`src/rtl/alu_cmd_queue.sv`:
```
// alu_cmd_queue: command FIFO plus registered issue stage in front of the ALU.
// Ports: producer valid/ready {op,a,b}, flush, registered ALU operands/opcode/valid,
//        consumer alu_ready, occupancy level and 16-bit issued-command counter.
module alu_cmd_queue #(
    parameter int WIDTH  = 8,
    parameter int OPCODE = 3,
    parameter int DEPTH  = 4
) (
    input  logic                       clk,
    input  logic                       rst_n,
    input  logic                       in_valid,
    output logic                       in_ready,
    input  logic [OPCODE-1:0]          in_op,
    input  logic [WIDTH-1:0]           in_a,
    input  logic [WIDTH-1:0]           in_b,
    input  logic                       flush,
    output logic [WIDTH-1:0]           alu_data_in1,
    output logic [WIDTH-1:0]           alu_data_in2,
    output logic [OPCODE-1:0]          alu_op_code,
    output logic                       alu_valid_data,
    input  logic                       alu_ready,
    output logic [$clog2(DEPTH+1):0]   level,
    output logic [15:0]                issue_cnt
);

    localparam int AW  = $clog2(DEPTH);
    localparam int CW  = OPCODE + 2 * WIDTH;
    localparam int LVW = $clog2(DEPTH+1) + 1;

    typedef enum logic {S_EMPTY, S_HOLD} state_t;

    state_t          r_state;
    state_t          w_state_nxt;
    logic [CW-1:0]   r_mem [DEPTH];
    logic [AW:0]     r_wptr;
    logic [AW:0]     r_rptr;
    logic [CW-1:0]   r_out;
    logic [15:0]     r_issue;

    logic [AW:0]     w_count;
    logic            w_full;
    logic            w_empty;
    logic            w_push;
    logic            w_pop;
    logic            w_load_head;
    logic            w_load_in;
    logic            w_clear;
    logic            w_fifo_wr;
    logic [CW-1:0]   w_in_cmd;

    // Wrap bit in the pointers distinguishes full from empty.
    assign w_count  = r_wptr - r_rptr;
    assign w_full   = (w_count == (AW+1)'(DEPTH));
    assign w_empty  = (r_wptr == r_rptr);
    assign w_in_cmd = {in_op, in_a, in_b};

    assign in_ready       = !w_full;
    assign alu_valid_data = (r_state == S_HOLD);
    assign w_push         = in_valid && in_ready;
    assign w_pop          = alu_valid_data && alu_ready;

    always_ff @(posedge clk or negedge rst_n) begin
        if (!rst_n) begin
            r_state <= S_EMPTY;
        end else begin
            r_state <= w_state_nxt;
        end
    end

    // Output register refills from the FIFO head first; the input is only
    // bypassed when the FIFO is empty, which keeps strict ordering.
    always_comb begin
        w_state_nxt = r_state;
        w_load_head = 1'b0;
        w_load_in   = 1'b0;
        w_clear     = 1'b0;
        w_fifo_wr   = 1'b0;
        unique case (r_state)
            S_EMPTY: begin
                if (!w_empty) begin
                    w_load_head = 1'b1;
                    w_state_nxt = S_HOLD;
                end else if (w_push) begin
                    w_load_in   = 1'b1;
                    w_state_nxt = S_HOLD;
                end
            end
            S_HOLD: begin
                if (w_pop) begin
                    if (!w_empty) begin
                        w_load_head = 1'b1;
                    end else if (w_push) begin
                        w_load_in = 1'b1;
                    end else begin
                        w_clear     = 1'b1;
                        w_state_nxt = S_EMPTY;
                    end
                end
            end
            default: w_state_nxt = S_EMPTY;
        endcase
        w_fifo_wr = w_push && !w_load_in;
        // Flush discards any push/pop in the same cycle.
        if (flush) begin
            w_state_nxt = S_EMPTY;
            w_load_head = 1'b0;
            w_load_in   = 1'b0;
            w_clear     = 1'b1;
            w_fifo_wr   = 1'b0;
        end
    end

    always_ff @(posedge clk) begin
        if (w_fifo_wr) begin
            r_mem[r_wptr[AW-1:0]] <= w_in_cmd;
        end
    end

    always_ff @(posedge clk or negedge rst_n) begin
        if (!rst_n) begin
            r_wptr <= '0;
            r_rptr <= '0;
        end else if (flush) begin
            r_wptr <= '0;
            r_rptr <= '0;
        end else begin
            if (w_fifo_wr) begin
                r_wptr <= r_wptr + 1'b1;
            end
            if (w_load_head) begin
                r_rptr <= r_rptr + 1'b1;
            end
        end
    end

    always_ff @(posedge clk or negedge rst_n) begin
        if (!rst_n) begin
            r_out <= '0;
        end else if (w_load_head) begin
            r_out <= r_mem[r_rptr[AW-1:0]];
        end else if (w_load_in) begin
            r_out <= w_in_cmd;
        end else if (w_clear) begin
            r_out <= '0;
        end
    end

    always_ff @(posedge clk or negedge rst_n) begin
        if (!rst_n) begin
            r_issue <= '0;
        end else if (w_pop && !flush) begin
            r_issue <= r_issue + 16'd1;
        end
    end

    assign {alu_op_code, alu_data_in1, alu_data_in2} = r_out;
    assign level     = LVW'(w_count) + LVW'(alu_valid_data);
    assign issue_cnt = r_issue;

endmodule
```
`config.mk`:
```
export PLATFORM = sky130hd
export DESIGN_NAME = alu_cmd_queue
export DESIGN_NICKNAME = d
export VERILOG_FILES = /design/src/rtl/alu_cmd_queue.sv
export SDC_FILE = /design/constraint.sdc
export NUM_CORES = 1
export LEC_CHECK = 0
export BUFFER_PORTS_ARGS = -buffer_cell sky130_fd_sc_hd__buf_2
export CAP_MARGIN = 0
export CORE_UTILIZATION = 51
export DETAILED_ROUTE_END_ITERATION = 7
export PLACE_DENSITY = 0.87
export SKIP_LAST_GASP = 1
export SLEW_MARGIN = 40
export SYNTH_ARGS = -nofsm -noshare
export SYNTH_HDL_FRONTEND = slang
export SYNTH_SLANG_ARGS = --single-unit
```
`constraint.sdc`:
```
create_clock -name clk -period 4.3 [get_ports clk]
set_clock_uncertainty 0.1 [all_clocks]
set_input_delay 0 -clock clk [delete_from_list [all_inputs] [get_ports clk]]
set_output_delay 0 -clock clk [all_outputs]
set_load 0.05 [all_outputs]
```
* Word-level counts from Yosys, hierarchy flattened *
Memory sizes are Yosys's and may differ from the RTL's.
Index checks and enable logic that the tools add are counted.

operators by class
  reductions and logical operators = 10
  equal/unequal tests = 2
  add/sub/neg operators = 5
  muxes and demuxes = 28
  bitwise logic cells = 1

operator list
  kind                     number
  $mux W19                 3
  $mux W1                  18
  $add A16 B1 Y16 const B  1
  $mux W3                  4
  $add A3 B1 Y3 const B    2
  $pmux W1 S2              3
  $add A3 B1 Y4            1
  $logic_and A1 B1 Y1      4
  $reduce_bool A2 Y1       2
  $eq A3 B3 Y1             1
  $eq A3 B3 Y1 const B     1
  $logic_not A1 Y1         3
  $reduce_bool A3 Y1       1
  $sub A3 B3 Y3            1
  $not A1 Y1               1

word-level totals
  RAM bits = 76
  input port bits = 24
  register bits = 42
  memories = 1
  logic and storage cells = 52

memories
  name   words  width  rd ports  clocked after Yosys merged registers in  wr ports  RTL line  text
  r_mem  4      19     1         0                                        1         34        logic [CW-1:0] r_mem [DEPTH];

* Logic depth before layout (Yosys ltp) *
Gate-level depths: netlist of run 1.

  depth after elaboration = 13
  depth in mapped cells = 8
  mapped depth without buffers = 7

* Least setup slack after synthesis of run 1 *
No wires, ideal clock.

  path type = reg2reg
  from = register r_wptr[0]
  to = memory r_mem[1][0] in the netlist's numbering (enable)
  arrival = 3.600 ns
  library setup time = 0.450 ns
  path buffers = 1
  setup slack = 0.150 ns
  clock period less this slack = 4.150 ns
  cell stages (with the launch flop) = 8
  cells stage by stage = dfrtp_1 -> inv_1 -> ha_1 -> fa_1 -> xnor3_2 -> o21ai_2 -> buf_2 -> nor4b_1

between the ends
  longest elaborated chain between the ends = 13

ends and longest elaborated chain
  item                           RTL line  text
  start, declared                35        logic [AW:0] r_wptr;
  start signal, assigned         128       r_wptr <= r_wptr + 1'b1;
  $sub A3 B3 Y3                  52        assign w_count = r_wptr - r_rptr;
  $eq A3 B3 Y1                   53        assign w_full = (w_count == (AW+1)'(DEPTH));
  $logic_not A1 Y1               57        assign in_ready = !w_full;
  $logic_and A1 B1 Y1            59        assign w_push = in_valid && in_ready;
  $mux W1                        83, 92
  $mux W1                        80, 90
  $mux W1                        89        if (w_pop) begin
  $pmux W1 S2                    78        unique case (r_state)
  $logic_not A1 Y1               102       w_fifo_wr = w_push && !w_load_in;
  $logic_and A1 B1 Y1            102
  $mux W1                        104       if (flush) begin
  $mux W1                        114       if (w_fifo_wr) begin
  $mux W1 (not written as such)  115       r_mem[r_wptr[AW-1:0]] <= w_in_cmd;
  end, declared                  34

Several ways; a longest one is shown, not always the timed one.

* Worst setup path in the final report of run 1 *
  from = register r_wptr[0]
  to = memory r_mem[0][14] in the netlist's numbering (enable)

The elaborated chain is that of the path after synthesis.

==> results.yml, run 1 <==
floorplan:
  fp.coreArea_um2: 9240
  rows: 35
  fp.dieArea_um2: 9938
  fp.dieH_um: 99.69
  die_x_um: 99.69
  io_pins: 65
  start_util_pct: 52.67
synthesis:
  yosys-top-cells-area: "edfxtp_1 (47%), dfrtp_1 (22%), mux4_2 (8.8%)"
  yosysMostFrequentCell: "edfxtp_1"
  syn_avg_cell_area_um2: 17.08
  yosysTopAreaCell: "edfxtp_1"
  syn_inst: 285
  synth_top_flop_cell: "edfxtp_1"
  synth_seq_cells: 118
  synthesis.nets: 320
  synthArstFlopShare_pct: 35.59
  synth-seq-area-share_pct: 68.48
  yosysUniqueCellTypes: 43
  synth_commonest_cells: "edfxtp_1 (76), dfrtp_1 (42), a221o_1 (19), mux4_2 (19), nor2b_1 (15)"
  ys.warnings.count: 0
  synth_top_area_share_pct: 46.89
  synth_edf_count: 76
  syn_area_um2: 4867
routing:
  drtAntennaViolNets: 0
  dr.max_layer_used: "met4"
  wl_met1_um: 4324
  drcViolationCount: 0
  wl_met2_um: 5563
  routed_wl_um: 10610
  dr_wl_met3_um: 600
  viasPerCell: 5.549
  drt-pass1-iter-count: 5
  first_iter_violations: 164
  drt-wirelength-per-cell_um: 20.02
  vias: 2941
clock_tree:
  cts_made_buffers: 17
  ctsResizeCount: 0
  root_buffer: "clkbuf_8"
  path_clk_slew_ns: 0.06
  cts_buffer_depth: 2
  post-cts-setup-buffers: 0
  clock_latency_ns: 0.51
  cts_tree: "built"
  hold_buffers: 25
  clock-sinks: 118
  htreeDepth: 4
setup_path:
  reg2regPathDepth: 7
  rr_startpoint: "r_wptr[0]$_DFFE_PN0P_"
  critPathMaxFanout: 19
  regToRegSetupSlack_ns: 1.42
  max_stage_delay_ns: 0.44
  rr_endpoint: "r_mem[0][14]$_DFFE_PP_"
  path_class: "flop to flop"
  slowest_stage: "o21ai_2"
  crit_path_end_kind: "flop"
  crit_chain: "inv_1 > ha_1 > fa_1 > xnor3_2 > o21ai_2 > nor2_1 > and3_2"
  critPathRequiredTime_ns: 4.40
  start_kind: "flop"
  cp.arrival_ns: 2.98
finish:
  layout.nets: 423
  drive_gt1_share_pct: 33.42
  insertedDiodeCount: 0
  area_growth_pct: 28.97
sta:
  setup_ws_ns: 1.417
  slew_violations: 0
  rsz0062_at_grt: "false"
  finalCritPeriodShare_pct: 67.05
  tightestPinTransition_ns: 0.6145
  setup_tns_ns: 0
  hold_viol: 0
  fmax_ghz: 0.3468
  layout_min_cycle_time_ns: 2.883
  finalSetupViolCount: 0
  max-slew-margin-rel_pct: 58.83
power:
  share_comb_of_total_power_pct: 31.4
  peakVddDrop_uv: 606.4
  power_switching_w: 0.001482
  pwr-share-clk_pct: 34.6
  power.leakage_nw: 2.555
  p_int_w: 0.002780
  seq_power_share_pct: 34.0
  switching_share_pct: 34.78
  cellPowerDensity_nw_per_um2: 679.0
global_routing:
  antenna_found_initial: 0
  grt_pass1_wl_um: 16610
  grt-ovfl-total: 0
  grt_start_max_net_pins: 43
  grt_pass1_vias: 3067
  track_usage_pct: 23.29
placed_design:
  dp_hpwl_um: 6088
  gp_congestion: 0.8060
  io_buffers: 64
  preCtsSetupSlack_ns: 1.433
hold_path:
  hp-start: "in_b[2]"
  min_path_type: "input pin to flop"
  min_to: "r_mem[3][2]$_DFFE_PP_"
  hold_depth: 2
job:
  cap_violations: 0
run_status:
  status: "finished, final reports clean"
-- kinds of logic after synthesis --
| family | after synthesis | synth area share (%) |
|---|---|---|
| xor gates and xnor gates | 20 | 3.907 |
| buffers and inverters | 21 | 1.825 |
| and+or+nand+nor | 63 | 7.841 |
| DFF | 118 | 68.48 |
| adders and majority gates | 11 | 2.982 |
| muxes | 21 | 9.229 |
| AOI/OAI and AO/OA | 31 | 5.732 |
-- sequential cells by signal, indices dropped and copies added, names as in the netlist --
register and cells:
alu_valid_data 1, issue_cnt 16, r_mem 76, r_out 19
r_rptr 3, r_wptr 3
-- area by class of cell --
| class | instances | area (µm²) |
|---|---|---|
| tap | 129 | 161.4 |
| multi-input combinational | 146 | 1481 |
| clock buffer | 18 | 427.9 |
| clock inverter | 14 | 196.4 |
| timing repair buffer | 96 | 643.1 |
| sequential | 118 | 3333 |
| fill | 594 | 2963 |
| inverter | 9 | 33.78 |
-- layout by cell type (no fill, tap or decap), drive strengths merged, types with 2 or more instances in the layout --
cell type    count
nand4            2
nor4             2
xnor2            8
nand2            8
mux4            19
a21oi            4
buf             72
nor2             7
and3             3
bufinv           4
clkinv           4
o211ai           2
dfrtp           42
nand3            4
a221o           19
clkbuf          18
inv             12
and2b            4
ha              10
nor3b            3
clkinvlp         3
o31ai            2
edfxtp          76
and4             3
o21ai            3
nor2b           15
dlygate4sd3     24
nor3             3
xor2            11
nor4b            2
-- per-layer routing --
metal	global-route usage [%]	vias to the layer above
met1	28.26	1493
met4	9.163	0
li1	-	1318
met3	5.833	13
met5	0	-
met2	40.11	117
-- per-stage QoR --
stage                     instances  area, µm²  util (%)  hold WS (ns)  total power (W)
final                           530       6277     67.94        0.1576         0.004262
after floorplan                 285       4867         -       -0.3956         0.002432
after CTS                       530       6277     67.94        0.1372         0.004281
after global routing            530       6277     67.94        0.1617         0.004427
after detailed placement        473       5385     58.28      -0.06522         0.002767
after global placement          473       5365     58.06        0.1028         0.002695
-- power groups by stage --
stage	Combinational [W]	Sequential (W)	Clock, W
after floorplan	0.000745	0.00169	0
after global placement	0.00124	0.00146	0
after detailed placement	0.00130	0.00146	0
after CTS	0.00134	0.00145	0.00149
after global routing	0.00143	0.00146	0.00154
final	0.00134	0.00145	0.00147
-- worst max path at each step --
| stage | startpoint | depth (start not counted) | to | slack (ns) |
|---|---|---|---|---|
| finish | r_wptr[0]$_DFFE_PN0P_ | 7 | r_mem[0][14]$_DFFE_PP_ | 1.42 |
| CTS | r_wptr[0]$_DFFE_PN0P_ | 7 | r_mem[0][18]$_DFFE_PP_ | 1.40 |
| detailed placement | r_wptr[0]$_DFFE_PN0P_ | 7 | r_mem[0][10]$_DFFE_PP_ | 1.43 |
| global placement | r_wptr[0]$_DFFE_PN0P_ | 7 | r_mem[0][17]$_DFFE_PP_ | 1.34 |
| floorplan | r_wptr[0]$_DFFE_PN0P_ | 7 | r_mem[1][0]$_DFFE_PP_ | 0.15 |
| global route | r_wptr[0]$_DFFE_PN0P_ | 7 | r_mem[0][12]$_DFFE_PP_ | 1.29 |
-- critical path, delay by kind of cell, from the launching register on --
family,cells,cell delay [ns]
adders and majority gates,2,0.64
and+or+nand+nor,2,0.57
AOI/OAI and AO/OA,1,0.44
DFF,1,0.41
xor gates and xnor gates,1,0.29
buffers and inverters,1,0.11
Note: power is estimated with default switching activity, not from simulation.
==> run 2, diff against run 1 <==
ABC_AREA = 1   (was default)
CORE_UTILIZATION = 52   (was 51)
clock period = 2.5 ns   (was 4.3 ns; I/O delays follow)
==> run 2 against run 1 <==
Die area grew 8.2%. Core utilization grew 1.8 points. Design area grew 10%. Synthesized area grew 10%.
==> results.yml, run 2 <==
run_status:
  status: "finished, final reports clean"
floorplan:
  fp.coreArea_um2: 9910
  fp.dieH_um: 103.7
  rows: 36
  fp.dieArea_um2: 10750
  start_util_pct: 54.27
  die_x_um: 103.7
  io_pins: 65
synthesis:
  synth_top_family_by_area: "simple AND/OR/NAND/NOR gates"
  muxShareOfSynthArea_pct: 0
  synth-seq-area-share_pct: 61.98
  synth_edf_count: 76
  synth_commonest_cells: "nand2_1 (99), edfxtp_1 (76), nor2_1 (55), inv_1 (48), o21ai_0 (43)"
  yosysUniqueCellTypes: 32
  ys.warnings.count: 0
  synth_xor_area_share_pct: 1.792
  synth_top_area_share_pct: 42.44
  yosys-top-cells-area: "edfxtp_1 (42%), dfrtp_1 (20%), nand2_1 (6.9%)"
  yosysMostFrequentCell: "nand2_1"
  synthArstFlopShare_pct: 35.59
  synth_top_flop_cell: "edfxtp_1"
  yosysTopAreaCell: "edfxtp_1"
  synth-simple-area-share_pct: 20.34
  synth_fa_ha_area_share_pct: 2.699
  syn_inst: 513
  synthesis.nets: 548
  syn_avg_cell_area_um2: 10.48
  synth_compound_area_share_pct: 6.933
  syn_area_um2: 5378
  synth_seq_cells: 118
power:
  p_total_w: 0.007798
  power.leakage_nw: 3.010
  cellPowerDensity_nw_per_um2: 1128
  peakVddDrop_uv: 675.3
setup_path:
  path_class: "flop to flop"
  rr_endpoint: "r_mem[0][16]$_DFFE_PP_"
  start_kind: "flop"
  rr_startpoint: "r_wptr[0]$_DFFE_PN0P_"
  regToRegSetupSlack_ns: 0.02
  critPathRequiredTime_ns: 2.64
  crit_path_end_kind: "flop"
  cp.arrival_ns: 2.62
  slowest_stage: "dfrtp_2"
  max_stage_delay_ns: 0.42
  crit_chain: "inv_4 > ha_4 > fa_2 > nand3b_1 > nand3_4 > nand4_1 > buf_6 > nor2_4 > clkbuf_16"
  critPathMaxFanout: 6
  reg2regPathDepth: 9
finish:
  final_common_cell: "nand2_1"
  layout_common_cells: "nand2_1 (99), edfxtp_1 (76), buf_2 (62)"
  insertedDiodeCount: 0
  drive_gt1_share_pct: 23.51
  layout.nets: 660
  nFillCells: 628
  area_growth_pct: 28.55
  largest_register_ffs: 76
clock_tree:
  htreeDepth: 4
  clock-sinks: 118
  clock_latency_ns: 0.52
  cts_made_buffers: 17
  cts_buffer_depth: 2
  cts_tree: "built"
  root_buffer: "clkbuf_8"
  path_clk_slew_ns: 0.06
placed_design:
  io_buffers: 64
  gp_congestion: 0.8788
  dp_hpwl_um: 7976
sta:
  fmax_ghz: 0.4032
  max-slew-margin-rel_pct: 74.03
  holdWs_ns: 0.1624
  tightestPinTransition_ns: 0.3896
  hold_viol: 0
  finalCritPeriodShare_pct: 99.20
  layout_min_cycle_time_ns: 2.480
  finalSetupViolCount: 0
  slew_violations: 0
global_routing:
  track_usage_pct: 25.59
  antenna_found_initial: 0
  grt_pass1_wl_um: 21150
  grtUsageMet2_pct: 42.95
  grt_start_max_net_pins: 43
  grt_pass1_vias: 4523
  top_usage_layer: "met2"
  use_met3_pct: 6.042
  grt_use_met1_pct: 29.31
  grt-ovfl-total: 0
routing:
  viasPerCell: 5.969
  first_iter_violations: 503
  drcViolationCount: 0
  routed_wl_um: 14110
  drt-wirelength-per-cell_um: 18.30
  drtAntennaViolNets: 0
  vias: 4602
  drt-pass1-iter-count: 7
hold_path:
  min_to: "r_mem[3][2]$_DFFE_PP_"
  hold_depth: 2
  min_path_type: "input pin to flop"
  hp-start: "in_b[2]"
job:
  cap_violations: 0
run 2: changes by cell type in the layout (fill, tap and decap cells not counted), sizes merged, moves of 5 or more:
| cell | delta |
|---|---|
| nor2 | +52 |
| o22ai | +19 |
| mux4 | -19 |
| nor2b | -15 |
| nand4 | +41 |
| nand3 | +11 |
| xor2 | -5 |
| clkbuf | +7 |
| inv | +36 |
| nand2 | +97 |
| a221o | -19 |
| buf | +21 |
| o21ai | +42 |
run 2: timing repair:
action	4_1_cts	5_1_grt
pin swaps	0	3
gates resized for setup	1	7
endpoints found under the hold margin	147	0
setup endpoints to repair	1	96
setup buffers	0	11
hold buffers	25	0
gates cloned	0	3
run 2: cell type report:
class	instances	area, µm²	area share (%)
Sequential cell	118	3336	48.25
Timing Repair Buffer	119	923.4	13.36
Multi-Input combinational cell	321	1760	25.47
Tap cell	133	166.4	2.407
Clock inverter	9	77.57	1.122
Clock buffer	23	466.7	6.751
Inverter	48	182.7	2.643
run 2: power by group:
| group | total [W] | switching [W] | leakage (nW) | internal (W) |
|---|---|---|---|---|
| Combinational | 0.00305 | 0.00211 | 1.51 | 0.000931 |
| Sequential | 0.00254 | 0.000172 | 1.24 | 0.00236 |
| Clock | 0.00222 | 0.000831 | 0.264 | 0.00139 |
run 2: worst max-delay path by stage:
stage	from	endpoint	cells past startpoint
after global routing	r_wptr[0]$_DFFE_PN0P_	r_mem[0][13]$_DFFE_PP_	10
final	r_wptr[0]$_DFFE_PN0P_	r_mem[0][16]$_DFFE_PP_	9
after CTS	r_wptr[0]$_DFFE_PN0P_	r_mem[0][7]$_DFFE_PP_	9
after detailed placement	r_wptr[0]$_DFFE_PN0P_	r_mem[0][3]$_DFFE_PP_	9
after global placement	r_wptr[0]$_DFFE_PN0P_	r_mem[2][3]$_DFFE_PP_	9
after floorplan	r_wptr[0]$_DFFE_PN0P_	r_mem[0][0]$_DFFE_PP_	7
run 2: logic make-up (layout without fill, tap and decap cells):
logic type,count (synthesis),count (layout)
adder cells (fa/ha/maj),11,11
flip-flops,118,118
AND/OR/NAND/NOR,230,230
AO/OA/AOI/OAI,69,69
XOR/XNOR,11,11
buffers and inverters,74,199
run 2: critical path, delay by kind of cell, from the launching register on:
kind                       cells  cell delay [ns]
and+or+nand+nor                4             0.72
DFF                            1             0.42
adders and majority gates      2             0.51
buffers and inverters          3             0.45
run 2: through the flow:
stage	setup slack [ns]	std cells	setup TNS [ns]	instance area [µm²]	utilization, %
floorplan	-0.1587	513	-11.81	5430	-
global placement	0.1510	700	0	5931	59.85
detailed placement	0.06042	700	0	5933	59.87
CTS	0.01665	757	0	6740	68.02
global route	-0.05238	771	-0.6165	6913	69.76
finish	0.02004	771	0	6913	69.76
run 2: metal layers:
metal / vias up / wire length, µm
met1: 2183 / 5028
met2: 346 / 7190
met4: 0 / 692
met3: 73 / 1200
li1: 2000 / -
met5: - / 0
==> run 3, diff against run 2 <==
CTS_BUF_LIST = sky130_fd_sc_hd__clkbuf_8 sky130_fd_sc_hd__clkbuf_16   (was default)
MAX_ROUTING_LAYER = met4   (was default)
==> run 3 against run 2 <==
Worst hold slack improved by 0.0017 ns. Fmax increased by 1.9%. Die area unchanged. Wire length decreased by 1.7%. Core utilization decreased by 0.57 points.
==> results.yml, run 3 (same netlist as run 2, synthesis figures left out) <==
run_status:
  status: "finished, final reports clean"
global_routing:
  track_usage_pct: 26.32
  grt-ovfl-total: 0
  grt_pass1_wl_um: 21150
  antenna_found_initial: 0
  grt_pass1_vias: 4525
  grt_start_max_net_pins: 43
finish:
  layout.nets: 657
  area_growth_pct: 27.50
  drive_gt1_share_pct: 22.99
  nFillCells: 641
  multi_input_area_um2: 1760
  largest_register_ffs: 76
  finalNonFillerCells: 768
  regArea_um2: 3336
  layout_common_cells: "nand2_1 (99), edfxtp_1 (76), buf_2 (62)"
  final_common_cell: "nand2_1"
  insertedDiodeCount: 0
  finish.instance_area_um2: 6857
setup_path:
  setup.worst_path.start: "r_wptr[0]$_DFFE_PN0P_"
  rr_endpoint: "r_mem[0][6]$_DFFE_PP_"
  critPathRequiredTime_ns: 2.63
  crit_path_end_kind: "flop"
  max_stage_delay_ns: 0.44
  worst-path-buf-inv: 4
  slowest_stage: "dfrtp_2"
  regToRegSetupSlack_ns: 0.07
  path_class: "flop to flop"
  reg2regPathDepth: 10
  rr_startpoint: "r_wptr[0]$_DFFE_PN0P_"
  crit_chain: "inv_4 > ha_4 > fa_2 > nand2_1 > inv_1 > nand3_4 > nand4_1 > buf_6 > nor2_4 > clkbuf_16"
  critPathMaxFanout: 8
  start_kind: "flop"
  cp.arrival_ns: 2.57
  path_delay_family: "adder cells"
clock_tree:
  path_clk_slew_ns: 0.06
  cts_made_buffers: 17
  cts_buffer_depth: 2
  htreeDepth: 4
  clock-sinks: 118
  clock_latency_ns: 0.52
  cts_tree: "built"
  root_buffer: "clkbuf_8"
routing:
  drt-wirelength-per-cell_um: 18.06
  viasPerCell: 5.840
  vias: 4485
  drcViolationCount: 0
  routed_wl_um: 13870
  drtAntennaViolNets: 0
  drt-pass1-iter-count: 5
  first_iter_violations: 373
floorplan:
  die_x_um: 103.7
  fp.dieH_um: 103.7
  fp.coreArea_um2: 9910
  rows: 36
  start_util_pct: 54.27
  io_pins: 65
  fp.dieArea_um2: 10750
sta:
  slew_violations: 0
  finalSetupViolCount: 0
  setup_ws_ns: 0.06718
  finalCritPeriodShare_pct: 97.31
  hold_viol: 0
  setup_tns_ns: 0
  max-slew-margin-rel_pct: 73.81
  fmax_ghz: 0.4110
  layout_min_cycle_time_ns: 2.433
  tightestPinTransition_ns: 0.3929
power:
  p_total_w: 0.007682
  cellPowerDensity_nw_per_um2: 1120
  peakVddDrop_uv: 680.1
  power.leakage_nw: 2.997
job:
  cap_violations: 0
hold_path:
  min_path_type: "input pin to flop"
  hold_depth: 2
  min_to: "r_mem[3][2]$_DFFE_PP_"
  hp-start: "in_b[2]"
placed_design:
  dp_hpwl_um: 7976
  placed_area_um2: 5933
  place_inst: 700
  preCtsSetupSlack_ns: 0.06042
  io_buffers: 64
  gp_congestion: 0.8933
## run 3: where the power goes
part | switching [W] | internal, W | total [W]
combinational | 0.00208 | 0.000868 | 0.00295
clock | 0.000831 | 0.00137 | 0.00220
sequential | 0.000166 | 0.00236 | 0.00253
## run 3: final cells by class
| type | count | area share (%) |
|---|---|---|
| clock inverter | 12 | 1.296 |
| inverter | 48 | 2.664 |
| clock buffer | 20 | 6.642 |
| timing repair buffer | 116 | 12.65 |
| tap | 133 | 2.427 |
| sequential | 118 | 48.65 |
| multi-input combinational | 321 | 25.68 |
## run 3: worst max path at each step
stage          cells after the start                     end  slack, ns
5_1_grt                           10  r_mem[0][13]$_DFFE_PP_      -0.03
6_report                          10   r_mem[0][6]$_DFFE_PP_       0.07
4_1_cts                            9   r_mem[0][7]$_DFFE_PP_       0.02
3_5_place_dp                       9   r_mem[0][3]$_DFFE_PP_       0.06
3_3_place_gp                       9   r_mem[2][3]$_DFFE_PP_       0.15
2_1_floorplan                      7   r_mem[0][0]$_DFFE_PP_      -0.16
## run 3: metrics by stage
step	hold slack (ns)	utilization (%)
floorplan	-0.3956	-
global placement	0.08506	59.85
detailed placement	-0.07330	59.87
CTS	0.1511	68.02
global route	0.1603	69.19
finish	0.1641	69.19
## run 3: timing repair
item                                   CTS  global route
endpoints found under the hold margin  147             0
setup buffers                            0             9
cloned                                   0             2
setup endpoints to repair                1            96
gates resized for setup                  1             5
pin swaps                                0             3
hold buffers                            25             0
## run 3: metal layers
metal	part of all wire (%)	track usage, %
met5	0	-
met4	5.1	17.55
met3	8.6	5.979
met2	49	42.62
met1	38	29.27
